$ cat config.mk
export PLATFORM = sky130hd
export DESIGN_NAME = controle_pontuacao_flat
export DESIGN_NICKNAME = d
export VERILOG_FILES = /design/src/rtl/controle_pontuacao_if.sv /design/src/rtl/controle_pontuacao.sv /design/src/flat_wrapper.sv
export SDC_FILE = /design/constraint.sdc
export NUM_CORES = 1
export LEC_CHECK = 0
export CAP_MARGIN = 20
export CORE_AREA = 2 2 61 75
export DETAILED_ROUTE_END_ITERATION = 8
export DIE_AREA = 0 0 63 77
export PLACE_DENSITY = 0.79
export SYNTH_ARGS = -nofsm -noshare
export SYNTH_HDL_FRONTEND = slang
export SYNTH_SLANG_ARGS = --single-unit
export TNS_END_PERCENT = 10
$ cat constraint.sdc
create_clock -name clock -period 2.5 [get_ports clock]
set_clock_uncertainty 0.2 [all_clocks]
set_input_delay 0.5 -clock clock [delete_from_list [all_inputs] [get_ports clock]]
set_output_delay 0.5 -clock clock [all_outputs]
set_load 0.03 [all_outputs]
$ cat src/rtl/controle_pontuacao_if.sv
// controle_pontuacao_if: bus between the game FSM and the score sequencer,
// including the calculator trigger/result lines.
interface controle_pontuacao_if;
    logic       iniciar;
    logic       erro;
    logic       fim_rodada;
    logic       fim_jogo;
    logic [7:0] pontos_calc;
    logic       calcular;
    logic [3:0] rodada;
    logic [7:0] erros;
    logic [7:0] pontos;
    logic [7:0] recorde;
    logic       novo_recorde;
    logic       pronto;
    logic       ocupado;
    logic       fim;

    modport master (
        output iniciar, erro, fim_rodada, fim_jogo, pontos_calc,
        input  calcular, rodada, erros, pontos, recorde, novo_recorde, pronto, ocupado, fim
    );

    modport slave (
        input  iniciar, erro, fim_rodada, fim_jogo, pontos_calc,
        output calcular, rodada, erros, pontos, recorde, novo_recorde, pronto, ocupado, fim
    );
endinterface

$ cat src/rtl/controle_pontuacao.sv
// controle_pontuacao: per-round error counting, calculator triggering with fixed
// latency capture of the score, and persistent high-score tracking.
module controle_pontuacao #(
    parameter int LATENCIA = 2
) (
    input logic                  clock,
    input logic                  reset,
    controle_pontuacao_if.slave  bus
);
    typedef enum logic [2:0] {OCIOSO, ESPERA, DISPARA, AGUARDA, REGISTRA, FIM} estado_t;

    estado_t    r_estado, w_prox;
    logic [3:0] r_cnt, r_rodada;
    logic [7:0] r_erros, r_pontos, r_recorde;
    logic       r_novo, r_pronto, r_pend, r_entrada;
    logic       w_ocupado;

    assign w_ocupado        = r_estado == DISPARA || r_estado == AGUARDA || r_estado == REGISTRA;
    assign bus.calcular     = r_estado == DISPARA;
    assign bus.ocupado      = w_ocupado;
    assign bus.fim          = r_estado == FIM;
    assign bus.rodada       = r_rodada;
    assign bus.erros        = r_erros;
    assign bus.pontos       = r_pontos;
    assign bus.recorde      = r_recorde;
    assign bus.novo_recorde = r_novo;
    assign bus.pronto       = r_pronto;

    always_ff @(posedge clock or posedge reset) begin
        if (reset) r_estado <= OCIOSO;
        else       r_estado <= w_prox;
    end

    // AGUARDA leaves when the post-decrement count reaches 1
    always_comb begin
        w_prox = r_estado;
        case (r_estado)
            OCIOSO, FIM: w_prox = bus.iniciar ? ESPERA : r_estado;
            ESPERA:      w_prox = bus.fim_rodada ? DISPARA : bus.fim_jogo ? FIM : ESPERA;
            DISPARA:     w_prox = (LATENCIA == 1) ? REGISTRA : AGUARDA;
            AGUARDA:     w_prox = (r_cnt <= 4'd2) ? REGISTRA : AGUARDA;
            REGISTRA:    w_prox = (r_pend || bus.fim_jogo || r_rodada == 4'd15) ? FIM : ESPERA;
            default:     w_prox = OCIOSO;
        endcase
    end

    always_ff @(posedge clock or posedge reset) begin
        if (reset) begin
            r_cnt     <= '0;
            r_rodada  <= '0;
            r_erros   <= '0;
            r_pontos  <= '0;
            r_recorde <= '0;
            r_novo    <= 1'b0;
            r_pronto  <= 1'b0;
            r_pend    <= 1'b0;
            r_entrada <= 1'b0;
        end else begin
            r_pronto  <= 1'b0;
            r_entrada <= w_prox == FIM && r_estado != FIM;
            case (r_estado)
                OCIOSO, FIM: begin
                    if (r_entrada && r_pontos > r_recorde) begin
                        r_recorde <= r_pontos;
                        r_novo    <= 1'b1;
                    end
                    if (bus.iniciar) begin
                        r_pontos <= '0;
                        r_rodada <= '0;
                        r_erros  <= '0;
                        r_novo   <= 1'b0;
                        r_pend   <= 1'b0;
                    end
                end
                ESPERA: begin
                    if (bus.erro && r_erros != 8'hFF) r_erros <= r_erros + 8'd1;
                    if (bus.fim_jogo && bus.fim_rodada) r_pend <= 1'b1;
                end
                DISPARA: begin
                    r_cnt <= 4'(LATENCIA);
                    if (bus.fim_jogo) r_pend <= 1'b1;
                end
                AGUARDA: begin
                    r_cnt <= r_cnt - 4'd1;
                    if (bus.fim_jogo) r_pend <= 1'b1;
                end
                REGISTRA: begin
                    r_pontos <= bus.pontos_calc;
                    r_pronto <= 1'b1;
                    r_erros  <= '0;
                    if (bus.fim_jogo) r_pend <= 1'b1;
                    if (w_prox == ESPERA) r_rodada <= r_rodada + 4'd1;
                end
                default: ;
            endcase
        end
    end
endmodule
$ cat src/flat_wrapper.sv
// flat-port wrapper written by rule: the top's interface ports become plain ports
module controle_pontuacao_flat 
#(
    parameter int LATENCIA = 2
)
  (clock, reset, bus_iniciar, bus_erro, bus_fim_rodada, bus_fim_jogo, bus_pontos_calc, bus_calcular, bus_rodada, bus_erros, bus_pontos, bus_recorde, bus_novo_recorde, bus_pronto, bus_ocupado, bus_fim);
  controle_pontuacao_if bus_i ();
  input logic clock;
  input logic reset;
  input wire logic [$bits(bus_i.iniciar)-1:0] bus_iniciar;
  input wire logic [$bits(bus_i.erro)-1:0] bus_erro;
  input wire logic [$bits(bus_i.fim_rodada)-1:0] bus_fim_rodada;
  input wire logic [$bits(bus_i.fim_jogo)-1:0] bus_fim_jogo;
  input wire logic [$bits(bus_i.pontos_calc)-1:0] bus_pontos_calc;
  output wire logic [$bits(bus_i.calcular)-1:0] bus_calcular;
  output wire logic [$bits(bus_i.rodada)-1:0] bus_rodada;
  output wire logic [$bits(bus_i.erros)-1:0] bus_erros;
  output wire logic [$bits(bus_i.pontos)-1:0] bus_pontos;
  output wire logic [$bits(bus_i.recorde)-1:0] bus_recorde;
  output wire logic [$bits(bus_i.novo_recorde)-1:0] bus_novo_recorde;
  output wire logic [$bits(bus_i.pronto)-1:0] bus_pronto;
  output wire logic [$bits(bus_i.ocupado)-1:0] bus_ocupado;
  output wire logic [$bits(bus_i.fim)-1:0] bus_fim;
  assign bus_i.iniciar = bus_iniciar;
  assign bus_i.erro = bus_erro;
  assign bus_i.fim_rodada = bus_fim_rodada;
  assign bus_i.fim_jogo = bus_fim_jogo;
  assign bus_i.pontos_calc = bus_pontos_calc;
  assign bus_calcular = bus_i.calcular;
  assign bus_rodada = bus_i.rodada;
  assign bus_erros = bus_i.erros;
  assign bus_pontos = bus_i.pontos;
  assign bus_recorde = bus_i.recorde;
  assign bus_novo_recorde = bus_i.novo_recorde;
  assign bus_pronto = bus_i.pronto;
  assign bus_ocupado = bus_i.ocupado;
  assign bus_fim = bus_i.fim;
  controle_pontuacao #(.LATENCIA(LATENCIA)) u_core (.clock(clock), .reset(reset), .bus(bus_i));
endmodule
=== After elaboration in Yosys (flattened, before gate mapping) ===
Index checks and enable logic that the tools add are counted.

* Bits in registers: 39
* Output and inout bits: 33

* Add/sub/neg operators: 3
* Order comparisons: 2
* Equality and inequality tests: 15
* Mux-type cells: 21
* Reductions and logical operators: 22

{| class="wikitable"
|+ Operators by type and width
! kind !! number
|-
| $pmux 8 s3 || 1
|-
| $mux 8 || 2
|-
| $pmux 4 s2 || 2
|-
| $pmux 8 s2 || 1
|-
| $mux 3 || 5
|-
| $pmux 3 s5 || 1
|-
| $eq 3x3->1 const B || 3
|-
| $add 8x1->8 const B || 1
|-
| $gt 8x8->1 || 1
|-
| $mux 4 || 2
|-
| $ne 8x8->1 const B || 1
|-
| $eq 3x1->1 const B || 2
|-
| $eq 3x2->1 const B || 2
|-
| $mux 1 || 6
|-
| $ne 2x1->1 const B || 3
|-
| $reduce_and 2->1 || 3
|-
| $reduce_and 3->1 || 2
|-
| $reduce_bool 2->1 || 3
|-
| $reduce_bool 3->1 || 2
|-
| $add 4x1->4 const B || 1
|-
| $eq 4x4->1 const B || 1
|-
| $le 4x2->1 const B || 1
|-
| $logic_and 1x1->1 || 4
|-
| $logic_or 1x1->1 || 4
|-
| other kinds (8) || 9
|}

=== Logic depth before layout (Yosys ltp) ===
* Word-level depth: 7
* Gate-level depth with buffers: 8
* Depth with buffers taken out: 7

=== Least setup slack after synthesis ===
Ideal clock, no wire load.

* Path type: register to register
* From: reg u_core.r_recorde[7] (netlist: u_core.bus.recorde[7])
* To: reg u_core.r_recorde[0] (netlist: u_core.bus.recorde[0])
* Library setup time: 0.125 ns
* Arrival time: 1.894 ns
* Required time: 2.175 ns
* Slack: 0.282 ns
* Cell stages (with the launch flop): 8
* Buffers on the path: 0
* Period minus slack after synthesis: 2.218 ns
* Cell sequence: dfrtp_1 inv_1 ha_1 nand2_1 o21a_1 a21oi_1 nand4_1 mux2_2

* Cells in the longest elaborated chain, start to end: 3

{| class="wikitable"
|+ Ends and longest elaborated chain
! what !! RTL line !! RTL
|-
| start, declared || controle_pontuacao.sv:14 || <nowiki>logic [7:0] r_erros, r_pontos, r_recorde;</nowiki>
|-
| start signal, assigned || controle_pontuacao.sv:64 || <nowiki>r_recorde <= r_pontos;</nowiki>
|-
| $gt 8x8->1 || controle_pontuacao.sv:63 || <nowiki>if (r_entrada && r_pontos > r_recorde) begin</nowiki>
|-
| $logic_and 1x1->1 || controle_pontuacao.sv:63 ||
|-
| $reduce_and 2->1 (no source line) || -- ||
|}

No other way between the ends.
A chain may end at the register's enable or synchronous reset.

=== Final worst setup path ===
* From: reg u_core.r_estado[0]
* To: out bus_ocupado

* Cells in the longest elaborated chain, start to end: 3
* Elaborated cells between the ends (all ways): 5
* Classes of those cells: 3 x eq/ne; 2 x reduce/logical

{| class="wikitable"
|+ Ends and longest elaborated chain
! what !! RTL line !! RTL
|-
| start, declared || controle_pontuacao.sv:12 || <nowiki>estado_t r_estado, w_prox;</nowiki>
|-
| start signal, assigned || controle_pontuacao.sv:31 || <nowiki>else r_estado <= w_prox;</nowiki>
|-
| $eq 3x2->1 || controle_pontuacao.sv:18 || <nowiki>assign w_ocupado = r_estado == DISPARA || r_estado == AGUARDA || r_estado == REGISTRA;</nowiki>
|-
| $logic_or 1x1->1 || controle_pontuacao.sv:18 ||
|-
| $logic_or 1x1->1 (*) || controle_pontuacao.sv:18 ||
|-
| end, declared || flat_wrapper.sv:22 || <nowiki>output wire logic [$bits(bus_i.ocupado)-1:0] bus_ocupado;</nowiki>
|}

Mark *: on every way between the ends. The rest lies on a longest branch, timed or not.

==> flow_summary.json <==
{
  "fin_crit_sh_pct": 92.33,
  "finalSetupViolCount": 0,
  "total_power_w": 0.003427,
  "post-cts-setup-buffer-count": 0,
  "netlist_area_um2": 2016,
  "netlist_instances": 203,
  "wl_per_cell_um": 13.86,
  "rows": 26,
  "synthTopCellsByArea": "dfrtp_1 48%, ha_1 7.4%, mux2_2 4.5%, nand2_1 4.3%, a22o_1 3.9%",
  "ys.flop_type": "dfrtp_1",
  "nets": 286,
  "gp_congestion": 0.8667,
  "netlist.area_leader.share_pct": 48.42,
  "port_buffers": 46,
  "crit_arrival_ps": 1610,
  "synthTopCellsByCount": "39 x dfrtp_1, 23 x nand2_1, 19 x inv_1, 14 x o21ai_0, 12 x ha_1",
  "hp-class": "register to register",
  "finalCriticalPeriod_ps": 2308,
  "cts.clk_slew.worst_paths_ps": 70,
  "path_class": "register to output pin",
  "pwr-share-clk_pct": 12.5,
  "io_pins": 47,
  "antenna_found_initial": 0,
  "ctsRootBufferMaster": "clkbuf_8",
  "drt-initial-drc-count": 105,
  "clock_path_buffers": 2,
  "grt_use_total_pct": 20.09,
  "maxSlewHeadroom_pct": 65.55,
  "endpoint_kind": "output pin",
  "regToRegSetupSlack_ps": 420,
  "ys_types": 39,
  "antenna_cells": 0,
  "p_leak_nw": 1.236,
  "design.core.area_um2": 4131,
  "fin_util_pct": 64.90,
  "cp-start-kind": "register",
  "drc": 0,
  "ctsResizeCount": 2,
  "cts-buffers-inserted": 5,
  "area_growth_pct": 33.02,
  "switching_share_pct": 44.80,
  "yosys.area.top_type": "dfrtp_1",
  "synth-warning-count": 0,
  "overflow": 0,
  "grt_first_pass_wirelength_um": 7659,
  "comb_power_share_pct": 56.5,
  "drive_above_1_share_pct": 10.00,
  "hpwl_um": 3236,
  "die_w_um": 63,
  "first_global_vias": 1651,
  "syn_avg_cell_area_um2": 9.929,
  "hold_buffers": 0,
  "finalMaxSlewViolations": 0,
  "worstPathMaxFanout": 7,
  "ys_seq_area_share_pct": 48.42,
  "status": "finished, final reports clean",
  "grt_max_degree": 40,
  "yosysMostFrequentCell": "dfrtp_1",
  "cts_tree": "yes",
  "firstDrtPassIters": 4,
  "tightest_slew_ps": 512.7,
  "ys_seq_elements": 39,
  "nFillCells": 365,
  "fmax_mhz": 433.2,
  "die-area_um2": 4851,
  "grt_setup_unrepaired": "false",
  "clkSinkCount": 39,
  "sequentialPowerShare_pct": 31.0,
  "die-height_um": 77,
  "via_count": 1695,
  "tns_ps": 0,
  "synth-edff-count": 0,
  "wl_um": 4379,
  "switchingPower_w": 0.001535,
  "p_int_w": 0.001892,
  "start_util_pct": 48.79,
  "syn-num-nets": 229,
  "ant_nets": 0,
  "hold_viol": 0,
  "clk_latency_ps": 290,
  "vdd_drop_max_mv": 0.6263,
  "required_ps": 1800,
  "maxCapViolations": 0,
  "cellPowerDensity_nw_per_um2": 1278,
  "viasPerCell": 5.364,
  "cts_max_level": 2,
  "ys_async_sr_fraction_pct": 100.0
}
==> cell type report <==
class,count,area [um^2],share of cell area (%)
clock buffers,6,82.58,3.080
clock inverters,1,5.005,0.1867
inverters,20,75.07,2.800
multi-input cells,139,944.7,35.23
flip-flops and latches,39,975.9,36.40
well taps,56,70.07,2.613
repair buffers,55,528.0,19.69
==> per-stage QoR <==
step / instance area (um^2) / instances / setup WS [ps] / hold WS (ps)
floorplan: 2016 / 203 / 281.6 / 251.8
global placement: 2594 / 309 / 251.1 / 295.9
detailed placement: 2594 / 309 / 237.0 / 296.2
CTS: 2679 / 316 / 19.36 / 309.2
global route: 2681 / 316 / 90.68 / 347.0
finish: 2681 / 316 / 191.6 / 305.5
==> critical path: stages (launching register included) <==
cell and delay [ps]:
dfrtp_1 420, inv_1 180, nand3_1 190, nand2_1 120, dlygate4sd2_1 400
==> per-layer routing <==
layer | up-vias | GRT usage [%] | part of all wire, %
li1 | 830 | - | -
met1 | 812 | 25.07 | 45
met2 | 43 | 32.45 | 48
met3 | 10 | 5.425 | 5.0
met4 | 0 | 8.889 | 2.2
met5 | - | 0 | 0
==> state kept, by name, summed over array words and instances, names as in the netlist <==
signal	cells
u_core.r_pend	1
u_core.bus.pontos	8
u_core.r_cnt	4
u_core.bus.recorde	8
u_core.bus.rodada	4
u_core.bus.erros	8
u_core.r_estado	3
u_core.bus.pronto	1
u_core.bus.novo_recorde	1
u_core.r_entrada	1
==> placed cells by master, fill, tap and decap left out, types with 3 or more instances in the layout <==
cell,synthesis,final
a211oi_1,3,3
a21oi_1,11,11
a22o_1,9,9
a31oi_1,3,3
buf_4,0,9
clkbuf_8,0,6
clkdlybuf4s50_1,0,43
dfrtp_1,39,39
ha_1,12,12
inv_1,19,19
mux2_2,8,8
mux2i_1,3,3
nand2_1,23,23
nand3_1,5,5
nand4_1,4,4
nor2_1,10,10
nor3_1,3,3
o211ai_1,3,3
o21ai_0,14,14
xnor2_1,3,3
==> path summary, 6_finish.rpt <==
kind                                      endpoint  depth (start not counted)                   from
setup / recovery                       bus_ocupado                          4     u_core.r_estado[0]
hold / removal                     u_core.r_cnt[3]                          1        u_core.r_cnt[3]
max in group asynchronous  u_core.bus.novo_recorde                          3                  reset
min in group asynchronous      u_core.bus.erros[4]                          3                  reset
hold reg to reg                    u_core.r_cnt[3]                          1        u_core.r_cnt[3]
setup reg to reg             u_core.bus.recorde[1]                          8  u_core.bus.recorde[5]
==> logic make-up after synthesis <==
logic type / Yosys count / share of synthesized area, %
and+or+nand+nor: 57 / 13.35
adders and majority gates: 12 / 7.449
AOI/OAI and AO/OA: 53 / 17.13
muxes: 11 / 5.959
xor gates and xnor gates: 6 / 2.980
DFF: 39 / 48.42
buffers and inverters: 25 / 4.717
==> power by group through the flow <==
stage | Combinational [W] | Clock [W] | Sequential, W
final | 0.00193 | 0.000429 | 0.00106
after detailed placement | 0.00196 | 0 | 0.00107
after CTS | 0.00195 | 0.000440 | 0.00106
after global placement | 0.00190 | 0 | 0.00107
after global routing | 0.00213 | 0.000475 | 0.00110
after floorplan | 0.000960 | 0 | 0.00135
No activity file was read; power rests on OpenSTA's default activity.
